`src/rtl/arp_resolver.sv`:
```
// arp_resolver
// ----------------------------------------------------------------------------
// Next-hop MAC resolver placed in front of arp_cache; it is the only master of
// the cache query port. Each lookup request picks a next hop (the destination
// when on-subnet, the gateway otherwise), queries the cache and returns the
// MAC. On a miss it asks the ARP TX frame builder to send a request, waits
// (or wakes early on a matching ARP RX cache update) and re-queries, until the
// retry budget is spent and an error response is returned.
// One lookup is in flight at a time; every output is registered.
//
// Optional feature (compile-time macro): ARP_RESOLVER_BCAST_EN
//   When defined, limited broadcast (255.255.255.255) and the directed subnet
//   broadcast are answered immediately with ff:ff:ff:ff:ff:ff, bypassing the
//   cache and ARP entirely.
//
// Ports
//   clk, rst_n                     clock, asynchronous active-low reset
//   arp_request_*                  lookup request from the IP TX path (valid/ready, ip)
//   arp_response_*                 lookup result (valid/ready, error, mac)
//   cache_query_request_*          query to arp_cache (valid/ready, ip)
//   cache_query_response_*         answer from arp_cache (valid/ready, error, mac)
//   arp_tx_req_*                   ARP request to the TX frame builder (valid/ready, ip)
//   arp_rx_update_valid/_ip        one-cycle pulse: ARP RX wrote a cache entry
//   local_ip, gateway_ip, subnet_mask  static configuration while busy
//   busy                           high whenever the FSM is not idle
// ----------------------------------------------------------------------------
module arp_resolver #(
    parameter int unsigned REQUEST_RETRY_COUNT    = 4,
    parameter int unsigned REQUEST_RETRY_INTERVAL = 250000000,
    parameter int unsigned TIMER_WIDTH            = 32
) (
    input  logic        clk,
    input  logic        rst_n,

    input  logic        arp_request_valid,
    output logic        arp_request_ready,
    input  logic [31:0] arp_request_ip,

    output logic        arp_response_valid,
    input  logic        arp_response_ready,
    output logic        arp_response_error,
    output logic [47:0] arp_response_mac,

    output logic        cache_query_request_valid,
    input  logic        cache_query_request_ready,
    output logic [31:0] cache_query_request_ip,

    input  logic        cache_query_response_valid,
    output logic        cache_query_response_ready,
    input  logic        cache_query_response_error,
    input  logic [47:0] cache_query_response_mac,

    output logic        arp_tx_req_valid,
    input  logic        arp_tx_req_ready,
    output logic [31:0] arp_tx_req_ip,

    input  logic        arp_rx_update_valid,
    input  logic [31:0] arp_rx_update_ip,

    input  logic [31:0] local_ip,
    input  logic [31:0] gateway_ip,
    input  logic [31:0] subnet_mask,

    output logic        busy
);

    // Retry counter must be at least one bit wide even when no retries are used.
    localparam int RETRY_WIDTH = (REQUEST_RETRY_COUNT < 1) ? 1 : $clog2(REQUEST_RETRY_COUNT + 1);
    localparam logic [RETRY_WIDTH-1:0] RETRY_INIT = RETRY_WIDTH'(REQUEST_RETRY_COUNT);
    localparam logic [TIMER_WIDTH-1:0] TIMER_INIT = TIMER_WIDTH'(REQUEST_RETRY_INTERVAL);

    typedef enum logic [2:0] {
        ST_IDLE,
        ST_QUERY,
        ST_WAIT_RESP,
        ST_SEND_REQ,
        ST_WAIT_RETRY,
        ST_RESPOND
    } state_t;

    state_t                 state_reg;
    logic [RETRY_WIDTH-1:0] retries_reg;
    logic [TIMER_WIDTH-1:0] timer_reg;
    logic [31:0]            nh_ip_reg;

    logic        arp_request_ready_reg;
    logic        arp_response_valid_reg;
    logic        arp_response_error_reg;
    logic [47:0] arp_response_mac_reg;
    logic        cache_query_request_valid_reg;
    logic        cache_query_response_ready_reg;
    logic        arp_tx_req_valid_reg;
    logic        busy_reg;

    // Next-hop selection for the incoming request.
    logic        on_subnet;
    logic [31:0] next_hop_ip;
    logic        wake_match;

    assign on_subnet   = ((arp_request_ip ^ local_ip) & subnet_mask) == 32'd0;
    assign next_hop_ip = on_subnet ? arp_request_ip : gateway_ip;
    assign wake_match  = arp_rx_update_valid && (arp_rx_update_ip == nh_ip_reg);

`ifdef ARP_RESOLVER_BCAST_EN
    logic is_bcast;
    assign is_bcast = (arp_request_ip == 32'hffff_ffff) ||
                      (on_subnet && ((arp_request_ip | subnet_mask) == 32'hffff_ffff));
`endif

    always_ff @(posedge clk or negedge rst_n) begin
        if (!rst_n) begin
            state_reg                      <= ST_IDLE;
            retries_reg                    <= '0;
            timer_reg                      <= '0;
            nh_ip_reg                      <= '0;
            arp_request_ready_reg          <= 1'b0;
            arp_response_valid_reg         <= 1'b0;
            arp_response_error_reg         <= 1'b0;
            arp_response_mac_reg           <= '0;
            cache_query_request_valid_reg  <= 1'b0;
            cache_query_response_ready_reg <= 1'b0;
            arp_tx_req_valid_reg           <= 1'b0;
            busy_reg                       <= 1'b0;
        end else begin
            case (state_reg)
                ST_IDLE: begin
                    // Ready comes up one cycle after reset release or after a
                    // response handshake, so lookups are never back-to-back.
                    if (!arp_request_ready_reg) begin
                        arp_request_ready_reg <= 1'b1;
                    end else if (arp_request_valid) begin
                        arp_request_ready_reg <= 1'b0;
                        busy_reg              <= 1'b1;
                        nh_ip_reg             <= next_hop_ip;
                        retries_reg           <= RETRY_INIT;
`ifdef ARP_RESOLVER_BCAST_EN
                        if (is_bcast) begin
                            arp_response_valid_reg <= 1'b1;
                            arp_response_error_reg <= 1'b0;
                            arp_response_mac_reg   <= 48'hffff_ffff_ffff;
                            state_reg              <= ST_RESPOND;
                        end else
`endif
                        begin
                            cache_query_request_valid_reg <= 1'b1;
                            state_reg                     <= ST_QUERY;
                        end
                    end
                end

                ST_QUERY: begin
                    if (cache_query_request_ready) begin
                        cache_query_request_valid_reg  <= 1'b0;
                        cache_query_response_ready_reg <= 1'b1;
                        state_reg                      <= ST_WAIT_RESP;
                    end
                end

                ST_WAIT_RESP: begin
                    if (cache_query_response_valid) begin
                        cache_query_response_ready_reg <= 1'b0;
                        if (!cache_query_response_error) begin
                            arp_response_valid_reg <= 1'b1;
                            arp_response_error_reg <= 1'b0;
                            arp_response_mac_reg   <= cache_query_response_mac;
                            state_reg              <= ST_RESPOND;
                        end else if (retries_reg == '0) begin
                            arp_response_valid_reg <= 1'b1;
                            arp_response_error_reg <= 1'b1;
                            arp_response_mac_reg   <= '0;
                            state_reg              <= ST_RESPOND;
                        end else begin
                            retries_reg          <= retries_reg - 1'b1;
                            arp_tx_req_valid_reg <= 1'b1;
                            state_reg            <= ST_SEND_REQ;
                        end
                    end
                end

                ST_SEND_REQ: begin
                    if (arp_tx_req_ready) begin
                        arp_tx_req_valid_reg <= 1'b0;
                        timer_reg            <= TIMER_INIT;
                        state_reg            <= ST_WAIT_RETRY;
                    end
                end

                ST_WAIT_RETRY: begin
                    // Expiry and a matching update in the same cycle share this
                    // single branch. Testing <=1 also covers a zero timer, so
                    // the state can never stall and the timer never wraps.
                    if (wake_match || (timer_reg <= TIMER_WIDTH'(1))) begin
                        timer_reg                     <= '0;
                        cache_query_request_valid_reg <= 1'b1;
                        state_reg                     <= ST_QUERY;
                    end else begin
                        timer_reg <= timer_reg - 1'b1;
                    end
                end

                ST_RESPOND: begin
                    if (arp_response_ready) begin
                        arp_response_valid_reg <= 1'b0;
                        arp_response_error_reg <= 1'b0;
                        arp_response_mac_reg   <= '0;
                        busy_reg               <= 1'b0;
                        state_reg              <= ST_IDLE;
                    end
                end

                default: begin
                    state_reg <= ST_IDLE;
                end
            endcase
        end
    end

    assign arp_request_ready          = arp_request_ready_reg;
    assign arp_response_valid         = arp_response_valid_reg;
    assign arp_response_error         = arp_response_error_reg;
    assign arp_response_mac           = arp_response_mac_reg;
    assign cache_query_request_valid  = cache_query_request_valid_reg;
    assign cache_query_request_ip     = nh_ip_reg;
    assign cache_query_response_ready = cache_query_response_ready_reg;
    assign arp_tx_req_valid           = arp_tx_req_valid_reg;
    assign arp_tx_req_ip              = nh_ip_reg;
    assign busy                       = busy_reg;

endmodule

```
`config.mk`:
```
export PLATFORM = sky130hd
export DESIGN_NAME = arp_resolver
export DESIGN_NICKNAME = d
export VERILOG_FILES = /design/src/rtl/arp_resolver.sv
export SDC_FILE = /design/constraint.sdc
export NUM_CORES = 1
export LEC_CHECK = 0
export BUFFER_PORTS_ARGS = -buffer_cell sky130_fd_sc_hd__buf_2
export CAP_MARGIN = 10
export CORE_AREA = 2 2 131 133
export DETAILED_ROUTE_END_ITERATION = 12
export DIE_AREA = 0 0 133 135
export PLACE_DENSITY = 0.74
export SLEW_MARGIN = 20
export SYNTH_ARGS = -nofsm -noshare
export SYNTH_HDL_FRONTEND = slang
export SYNTH_SLANG_ARGS = --single-unit
```
`constraint.sdc`:
```
create_clock -name clk -period 6.3 [get_ports clk]
set_input_delay 0.315 -clock clk [delete_from_list [all_inputs] [get_ports clk]]
set_output_delay 0.315 -clock clk [all_outputs]
set_load 0.01 [all_outputs]
```
==> impl_metrics.json, run 1 <==
{
  "outcome": "finished with violations",
  "violations": "negative hold slack",
  "tritoncts": "built",
  "drc": 0,
  "clkSinkCount": 125,
  "r2r-start": "arp_tx_req_ip[12]",
  "timing.final.ws_setup_ps": 3280,
  "ios": 336,
  "max-cap-violations": 0,
  "cp_data_arrival_time_ps": 3300,
  "fin_area_mm2": 0.00912,
  "placementRows": 47,
  "setup_viol": 0,
  "fin_nets": 1204,
  "area_delta_synth_final_pct": 32.0,
  "crit_path_start": "arp_tx_req_ip[12]",
  "place.port_buffers": 335,
  "ys_seq_area_frac": 0.453,
  "ctsRootBufferMaster": "clkbuf_16",
  "fin_crit_ps": 3020,
  "grt_usage": 0.251,
  "ant_nets": 0,
  "skew_ps": 12.0,
  "crit_type": "reg -> reg",
  "synth_fp_nets": 911,
  "cts_setup_buffers": 0,
  "wl_per_cell_um": 18.8,
  "synth-edff-count": 0,
  "grt_pass1_wl_um": 34400,
  "timing.final.crit_share": 0.480,
  "ir_drop_mv": 0.263,
  "maxSlewViolCount": 0,
  "async_reset_ff_frac": 1.00,
  "hold_ws_ps": -0.200,
  "holdBufCountCts": 0,
  "gp_congestion": 0.848,
  "clkLatencyLatePin_ps": 420,
  "grt_pass1_vias": 6318,
  "power.total_mw": 4.03,
  "start_util": 0.421,
  "reg2reg_depth": 6,
  "drive_gt1_frac": 0.394,
  "worstSetupEndpointType": "flip-flop",
  "ys_warn_count": 0,
  "vias_per_cell": 5.41,
  "largest_register_ffs": 48,
  "cts_buffer_depth": 2,
  "place_ws_ps": 3160,
  "core_mm2": 0.0164,
  "synthCells": 690,
  "maxSlewHeadroom": 0.383,
  "netlist.top_cell.by_area": "dfrtp_1",
  "ys_types": 57,
  "leakage_nw": 4.31,
  "hold_viol_final": 1,
  "fmax_ghz": 0.331,
  "htree_num_levels": 4,
  "dieArea_mm2": 0.0180,
  "drt_pass1_iterations": 5,
  "rsz0062_at_grt": "false",
  "synth_most_common_cell": "dfrtp_1",
  "cp.required_ps": 6570,
  "detail_route.wirelength_um": 22900,
  "drt-initial-drc-count": 433,
  "synthTopCellsByArea": "dfrtp_1, xor2_1, a22o_1",
  "ys_seq_elements": 125,
  "dieHeight_um": 135,
  "cp-start-kind": "flip-flop",
  "vias": 6588,
  "hp-class": "in -> async",
  "antenna_found_initial": 2,
  "numCtsBuffers": 17,
  "clkTransAtPathRegs_ps": 60,
  "grt_overflow": 0,
  "ys.flop_type": "dfrtp_1",
  "power_density_mw_per_mm2": 442,
  "worst-path-max-fanout": 42,
  "ys_top_cells_by_count": "dfrtp_1, xor2_1, nor2_1",
  "grt_max_degree": 71,
  "yosysTopAreaCellShare": 0.453,
  "synth_area_mm2": 0.00691,
  "post_dp_cell_area_mm2": 0.00852,
  "dp_hpwl_um": 17500,
  "setup_tns_ps": 0,
  "die_w_um": 133,
  "tightestPinTransition_ps": 919,
  "postSynthAreaPerCell_um2": 10.0,
  "post_cts_resized": 0
}
[metal layers]
metal | vias to the layer above | routed length [µm] | track usage
li1 | 3087 | - | -
met1 | 3123 | 9580 | 0.328
met2 | 342 | 10900 | 0.403
met3 | 34 | 1960 | 0.0679
met4 | 2 | 484 | 0.0920
met5 | - | 13 | 0
[worst max-delay path: stages (launching register included)]
cell and delay, ps:
dfrtp_1 460, xor2_1 200, nor4_1 570, nand4_1 260
or4_4 840, nand2_2 360, o221ai_1 170
[worst paths after layout]
check	endpoint	slack, ps
hold reg to reg	retries_reg[1]	480
hold / removal	arp_response_mac[0]	-0.2
setup / recovery	timer_reg[9]	3280
min in group clk	arp_response_mac[26]	110
max in group asynchronous	arp_tx_req_ip[1]	5050
setup reg to reg	timer_reg[9]	3280
[kinds of logic (layout without fill, tap and decap cells)]
family	after synthesis	count (layout)	share of synthesized area
mux	35	35	0.0507
simple gates	177	177	0.133
flops	125	125	0.453
buf+inv	88	394	0.0743
compound gates	197	197	0.201
xor+xnor	64	64	0.0811
other cells	0	1	0
fa+ha+maj	4	4	0.00725
[layout make-up]
cell class	instances	area (µm²)
well taps	220	275
multi-input cells	477	3290
inverters	19	71.3
clock inverters	15	165
repair buffers	343	1760
diodes	1	2.50
flip-flops and latches	125	3130
clock buffers	17	425
fillers	1418	7290
[power breakdown]
part	switching, mW	internal, mW
Clock	0.386	0.588
Sequential	0.344	1.14
Combinational	0.872	0.704
Total	1.60	2.43
[cells in the final DEF, fill, tap and decap left out, types with 5 or more instances in the layout]
cell and n:
a31oi_1 19, xor2_1 59, a21oi_1 51, nor4_1 10
nand3_1 20, o22ai_1 5, o211ai_1 5, inv_1 19
o31ai_1 6, nor2_1 53, buf_4 8, buf_2 334
nor3_1 13, nand2b_1 6, or3_1 6, and3_1 6
o21ai_0 13, o21ai_1 8, nand2_1 35, dfrtp_1 125
a22oi_1 18, xnor2_1 5, mux2i_1 35, a22o_1 48
clkbuf_16 17, nand4_1 9
[stage by stage]
step           utilization  cells
3_5_place_dp         0.519   1184
5_1_grt              0.555   1216
6_report             0.556   1217
4_1_cts              0.555   1216
3_3_place_gp         0.518   1183
2_1_floorplan            -    690
No activity file was read; power rests on OpenSTA's default activity.
==> run 2: changes to the inputs <==
--- a/config.mk
+++ b/config.mk
@@ -7,10 +7,10 @@
 export LEC_CHECK = 0
 export BUFFER_PORTS_ARGS = -buffer_cell sky130_fd_sc_hd__buf_2
 export CAP_MARGIN = 10
-export CORE_AREA = 2 2 131 133
+export CORE_AREA = 2 2 132 134
 export DETAILED_ROUTE_END_ITERATION = 12
-export DIE_AREA = 0 0 133 135
-export PLACE_DENSITY = 0.74
+export DIE_AREA = 0 0 134 136
+export PLACE_DENSITY = 0.73
 export SLEW_MARGIN = 20
 export SYNTH_ARGS = -nofsm -noshare
 export SYNTH_HDL_FRONTEND = slang
==> constraint.sdc (replaced) <==
create_clock -name clk -period 3.1 [get_ports clk]
set_input_delay 0.155 -clock clk [delete_from_list [all_inputs] [get_ports clk]]
set_output_delay 0.155 -clock clk [all_outputs]
set_load 0.01 [all_outputs]
==> run 2 against run 1 <==
The flow now finishes without violations; final area grew 6.6%; first-iteration DRC count shrank 13%; clock power grew 100%; cell count grew 5.3%; critical path type unchanged; critical endpoint unchanged; highest routed layer is now met4.
==> impl_metrics.json, run 2 (synthesis gave the netlist of run 1 again) <==
{
  "outcome": "finished clean",
  "grt_pass1_vias": 6356,
  "gp_congestion": 0.856,
  "ir_drop_mv": 0.541,
  "dp_hpwl_um": 17400,
  "power.total_mw": 8.38,
  "post_dp_cell_area_mm2": 0.00862,
  "tritoncts": "built",
  "fin_nets": 1264,
  "cp_slowest_stage_delay_ps": 820,
  "numCtsBuffers": 17,
  "post_cts_resized": 0,
  "setup_viol": 0,
  "post-place-cells": 1199,
  "skew_ps": 15.9,
  "grt_usage": 0.254,
  "crit_type": "reg -> reg",
  "power_density_mw_per_mm2": 863,
  "hp-class": "in -> reg",
  "clkSinkCount": 125,
  "drive_gt1_frac": 0.381,
  "final_cell_mix": "buf_2, dfrtp_1, xor2_1, nor2_1, a21oi_1",
  "fin_area_mm2": 0.00972,
  "core_mm2": 0.0169,
  "max-cap-violations": 0,
  "detail_route.wirelength_um": 24200,
  "place.port_buffers": 335,
  "grt_max_degree": 64,
  "path_cells": "xor2_1 > nor4_1 > nand4_1 > or4_4 > nand2_2 > o221ai_1",
  "ctsRootBufferMaster": "clkbuf_16",
  "worstSetupEndpointType": "flip-flop",
  "drt_pass1_iterations": 5,
  "cp_data_arrival_time_ps": 3120,
  "slowest_stage": "or4_4",
  "clkLatencyLatePin_ps": 420,
  "grt_pass1_wl_um": 35400,
  "final_common_cell": "buf_2",
  "ant_nets": 0,
  "timing.final.crit_share": 0.917,
  "fmax_ghz": 0.352,
  "drt-initial-drc-count": 376,
  "drc": 0,
  "largest_register_ffs": 48,
  "hold_viol_final": 0,
  "multiInputGateArea_mm2": 0.00329,
  "area_delta_synth_final_pct": 40.6,
  "htree_num_levels": 4,
  "dieHeight_um": 136,
  "dieArea_mm2": 0.0182,
  "cp-start-kind": "flip-flop",
  "fill_cells": 1449,
  "start_util": 0.409,
  "maxSlewViolCount": 0,
  "regArea_mm2": 0.00313,
  "ios": 336,
  "worst-path-max-fanout": 42,
  "fin_crit_ps": 2840,
  "setup_tns_ps": 0,
  "die_w_um": 134,
  "cp.required_ps": 3370,
  "tightestPinTransition_ps": 822,
  "antenna_found_initial": 0,
  "rsz0062_at_grt": "false",
  "wl_per_cell_um": 18.9,
  "instances_no_fill": 1282,
  "r2r_setup_slack_ps": 260,
  "vias_per_cell": 5.39,
  "grt_overflow": 0,
  "vias": 6915,
  "maxSlewHeadroom": 0.452,
  "clkTransAtPathRegs_ps": 60,
  "cts_buffer_depth": 2,
  "placementRows": 48,
  "leakage_nw": 4.58
}
-- run 2: cell types whose count changed in the layout (fill, tap and decap cells not counted) --
| cell | before | now |
|---|---|---|
| dlygate4sd3_1 | 0 | 50 |
| buf_4 | 8 | 16 |
| inv_8 | 0 | 6 |
| buf_12 | 0 | 3 |
| clkinv_4 | 4 | 2 |
| clkinvlp_4 | 4 | 2 |
| buf_16 | 1 | 0 |
| bufinv_16 | 2 | 1 |
| clkinv_2 | 1 | 0 |
-- run 2: metrics by stage --
stage | util | worst slack (ps) | hold WS, ps
floorplan | - | 973 | -141
global placement | 0.511 | 382 | 287
finish | 0.576 | 256 | 41.9
CTS | 0.576 | 352 | 16.2
global route | 0.576 | 230 | 40.8
detailed placement | 0.511 | 363 | 301
-- run 2: metal layers --
layer	up-vias	global-route usage	part of all wire
met1	3292	0.335	0.41
met4	0	0.0798	0.021
met3	40	0.0735	0.091
met2	378	0.405	0.47
met5	-	0	0
li1	3205	-	-
-- run 2: where the power goes --
part	switching, mW	total, mW	internal, mW
clock network	0.842	1.99	1.15
logic	1.88	3.39	1.52
registers	0.687	3.00	2.31
total	3.40	8.38	4.98
-- run 2: worst max-delay path: cells and delay by family, from the launching register on --
family	cells	cell delay, ps
AOI/OAI and AO/OA	1	170
xor gates and xnor gates	1	190
DFF	1	460
and+or+nand+nor	4	1850
-- run 2: final cells by class --
type | instances | share of cell area
Timing Repair Buffer | 403 | 0.242
Tap cell | 225 | 0.0290
Clock inverter | 15 | 0.0170
Inverter | 19 | 0.00734
Antenna cell | 1 | 0.000258
Sequential cell | 125 | 0.322
Multi-Input combinational cell | 477 | 0.339
Clock buffer | 17 | 0.0438
-- run 2: timing repair --
| action | CTS | global route |
|---|---|---|
| setup buffers | 0 | 0 |
| hold buffers | 50 | 0 |
| endpoints found under the hold margin | 110 | 0 |
-- run 2: worst paths after layout --
| kind | from | end | depth (start not counted) |
|---|---|---|---|
| worst min register to register | arp_response_mac[1] | arp_response_mac[1] | 1 |
| worst max register to register | arp_tx_req_ip[0] | timer_reg[9] | 6 |
| worst min-delay path | gateway_ip[6] | arp_tx_req_ip[6] | 3 |
| min in group asynchronous | rst_n | arp_response_mac[8] | 2 |
| worst max-delay path | arp_tx_req_ip[0] | timer_reg[9] | 6 |
| max in group asynchronous | rst_n | arp_tx_req_ip[17] | 3 |
==> run 3: changes to the inputs <==
--- a/config.mk
+++ b/config.mk
@@ -5,12 +5,13 @@
 export SDC_FILE = /design/constraint.sdc
 export NUM_CORES = 1
 export LEC_CHECK = 0
+export ABC_AREA = 1
 export BUFFER_PORTS_ARGS = -buffer_cell sky130_fd_sc_hd__buf_2
 export CAP_MARGIN = 10
-export CORE_AREA = 2 2 132 134
+export CORE_MARGIN = 2
+export CORE_UTILIZATION = 49
 export DETAILED_ROUTE_END_ITERATION = 12
-export DIE_AREA = 0 0 134 136
-export PLACE_DENSITY = 0.73
+export PLACE_DENSITY = 0.81
 export SLEW_MARGIN = 20
 export SYNTH_ARGS = -nofsm -noshare
 export SYNTH_HDL_FRONTEND = slang
==> run 3 against run 2 <==
Register-to-register slack better by 240 ps; via count rose by 22%; worst setup slack better by 240 ps; cell count rose by 33%; critical path depth up 7; largest cell class unchanged.
==> impl_metrics.json, run 3 <==
{
  "fin_crit_ps": 2600,
  "wl_per_cell_um": 15.3,
  "synth_most_common_cell": "nand2_1",
  "cp.required_ps": 3390,
  "grt_max_degree": 66,
  "maxSlewHeadroom": 0.356,
  "dieArea_mm2": 0.0178,
  "timing.final.crit_share": 0.840,
  "path_cells": "inv_1 > nand2_1 > nand2_1 > inv_1 > nand2_1 > nor2_1 > nand2_1 > nor2_1 > nand3_1 > nand2_1 > nand2_1 > nand2_1 > nand2_1",
  "antenna_found_initial": 3,
  "synth_fp_nets": 1363,
  "numCtsBuffers": 17,
  "crit_type": "reg -> reg",
  "regArea_mm2": 0.00313,
  "ys_seq_area_frac": 0.381,
  "crit_path_start": "arp_tx_req_ip[25]",
  "max-cap-violations": 0,
  "grt_pass1_wl_um": 40800,
  "tritoncts": "built",
  "cp_slowest_stage_delay_ps": 740,
  "hold_ws_ps": 11.9,
  "crit_end": "state_reg[2]",
  "r2r-start": "arp_tx_req_ip[25]",
  "clkLatencyLatePin_ps": 420,
  "core_mm2": 0.0165,
  "tightestPinTransition_ps": 963,
  "postSynthAreaPerCell_um2": 7.19,
  "dp_hpwl_um": 19700,
  "dieHeight_um": 133,
  "die_w_um": 133,
  "outcome": "finished clean",
  "setup_tns_ps": 0,
  "holdBufCountCts": 29,
  "synthCells": 1142,
  "final_cell_mix": "buf_2, nand2_1, inv_1, dfrtp_1, nand3_1",
  "ys_top_cells_by_count": "nand2_1, inv_1, dfrtp_1",
  "fin_nets": 1691,
  "largest_register_ffs": 48,
  "timing.final.ws_setup_ps": 497,
  "fmax_ghz": 0.384,
  "fill_cells": 1468,
  "synth_area_mm2": 0.00821,
  "power_density_mw_per_mm2": 857,
  "multiInputGateArea_mm2": 0.00386,
  "htree_num_levels": 4,
  "rsz0062_at_grt": "false",
  "skew_ps": 8.55,
  "cts_setup_buffers": 0,
  "cp-start-kind": "flip-flop",
  "post_dp_cell_area_mm2": 0.00983,
  "ctsRootBufferMaster": "clkbuf_16",
  "post_cts_resized": 0,
  "grt_overflow": 0,
  "async_reset_ff_frac": 1.00,
  "ios": 336,
  "drt_pass1_iterations": 5,
  "hold_viol_final": 0,
  "synthTopCellsByArea": "dfrtp_1, nand2_1, inv_1",
  "clkTransAtPathRegs_ps": 60,
  "synth-edff-count": 0,
  "placementRows": 47,
  "maxSlewViolCount": 0,
  "drt-initial-drc-count": 561,
  "vias": 8448,
  "area_delta_synth_final_pct": 31.0,
  "fin_area_mm2": 0.0108,
  "reg2reg_depth": 13,
  "r2r_setup_slack_ps": 500,
  "setup_viol": 0,
  "clkSinkCount": 125,
  "hp-class": "in -> reg",
  "ys_warn_count": 0,
  "final_common_cell": "buf_2",
  "ys.flop_type": "dfrtp_1",
  "worst-path-max-fanout": 28,
  "reg2reg_to": "state_reg[2]",
  "ir_drop_mv": 0.392,
  "netlist.top_cell.by_area": "dfrtp_1",
  "crit_path_frequent_cell": "nand2_1",
  "place.port_buffers": 335,
  "ant_nets": 0,
  "gp_congestion": 0.933,
  "ys_types": 40,
  "start_util": 0.499,
  "slowest_stage": "nand2_1",
  "grt_pass1_vias": 8138,
  "drive_gt1_frac": 0.301,
  "leakage_nw": 6.02,
  "grt_usage": 0.292,
  "yosysTopAreaCellShare": 0.381,
  "drc": 0,
  "detail_route.wirelength_um": 26100,
  "ys_seq_elements": 125,
  "place_ws_ps": 573,
  "vias_per_cell": 4.95,
  "worstSetupEndpointType": "flip-flop",
  "cp_data_arrival_time_ps": 2900,
  "cts_buffer_depth": 2
}
run 3: where the power goes:
| part | total (mW) | switching, mW | internal (mW) |
|---|---|---|---|
| Clock | 2.11 | 0.729 | 1.38 |
| Sequential | 2.97 | 0.652 | 2.32 |
| Combinational | 4.14 | 2.42 | 1.72 |
run 3: area by class of cell:
type	count	share of cell area
inverters	209	0.0729
flip-flops and latches	125	0.291
diodes	3	0.000698
clock buffers	20	0.0425
well taps	220	0.0256
clock inverters	12	0.0156
multi-input cells	740	0.359
repair buffers	377	0.193
run 3: metal layers:
layer / up-vias / wire (µm) / GRT usage
met5: - / 0 / 0
met4: 0 / 764 / 0.109
met3: 58 / 1720 / 0.0654
met2: 336 / 13000 / 0.497
met1: 3878 / 10600 / 0.365
li1: 4176 / - / -
run 3: worst max-delay path, delay by kind of cell (launching register included):
| kind | cells | cell delay (ps) |
|---|---|---|
| buf+inv | 2 | 180 |
| flops | 1 | 440 |
| simple gates | 11 | 1860 |
run 3: logic make-up (layout without fill, tap and decap cells):
logic type                 Yosys count  after routing  share of synthesized area
AOI/OAI and AO/OA                  114            114                      0.116
xor gates and xnor gates            39             39                     0.0416
adders and majority gates            4              4                    0.00609
buffers and inverters              277            618                      0.149
DFF                                125            125                      0.381
other                                0              3                          0
and+or+nand+nor                    583            583                      0.306
run 3: how the worst min path moves through the flow:
stage                           end  cells after the start  slack [ps]                         start
6_report       arp_response_mac[41]                      3          10  cache_query_response_mac[41]
5_1_grt        arp_response_mac[15]                      3           4  cache_query_response_mac[15]
4_1_cts        arp_response_mac[40]                      3         0.2  cache_query_response_mac[40]
3_5_place_dp      arp_tx_req_ip[18]                      1         330                         rst_n
3_3_place_gp      arp_tx_req_ip[18]                      1         330                         rst_n
2_1_floorplan     arp_request_ready                      0        -140                         rst_n
run 3: stage by stage:
stage	power, mW	instances	utilization
6_report	9.22	1706	0.653
5_1_grt	9.80	1706	0.653
4_1_cts	9.21	1703	0.653
3_5_place_dp	7.04	1642	0.597
3_3_place_gp	6.92	1642	0.597
2_1_floorplan	5.76	1142	-
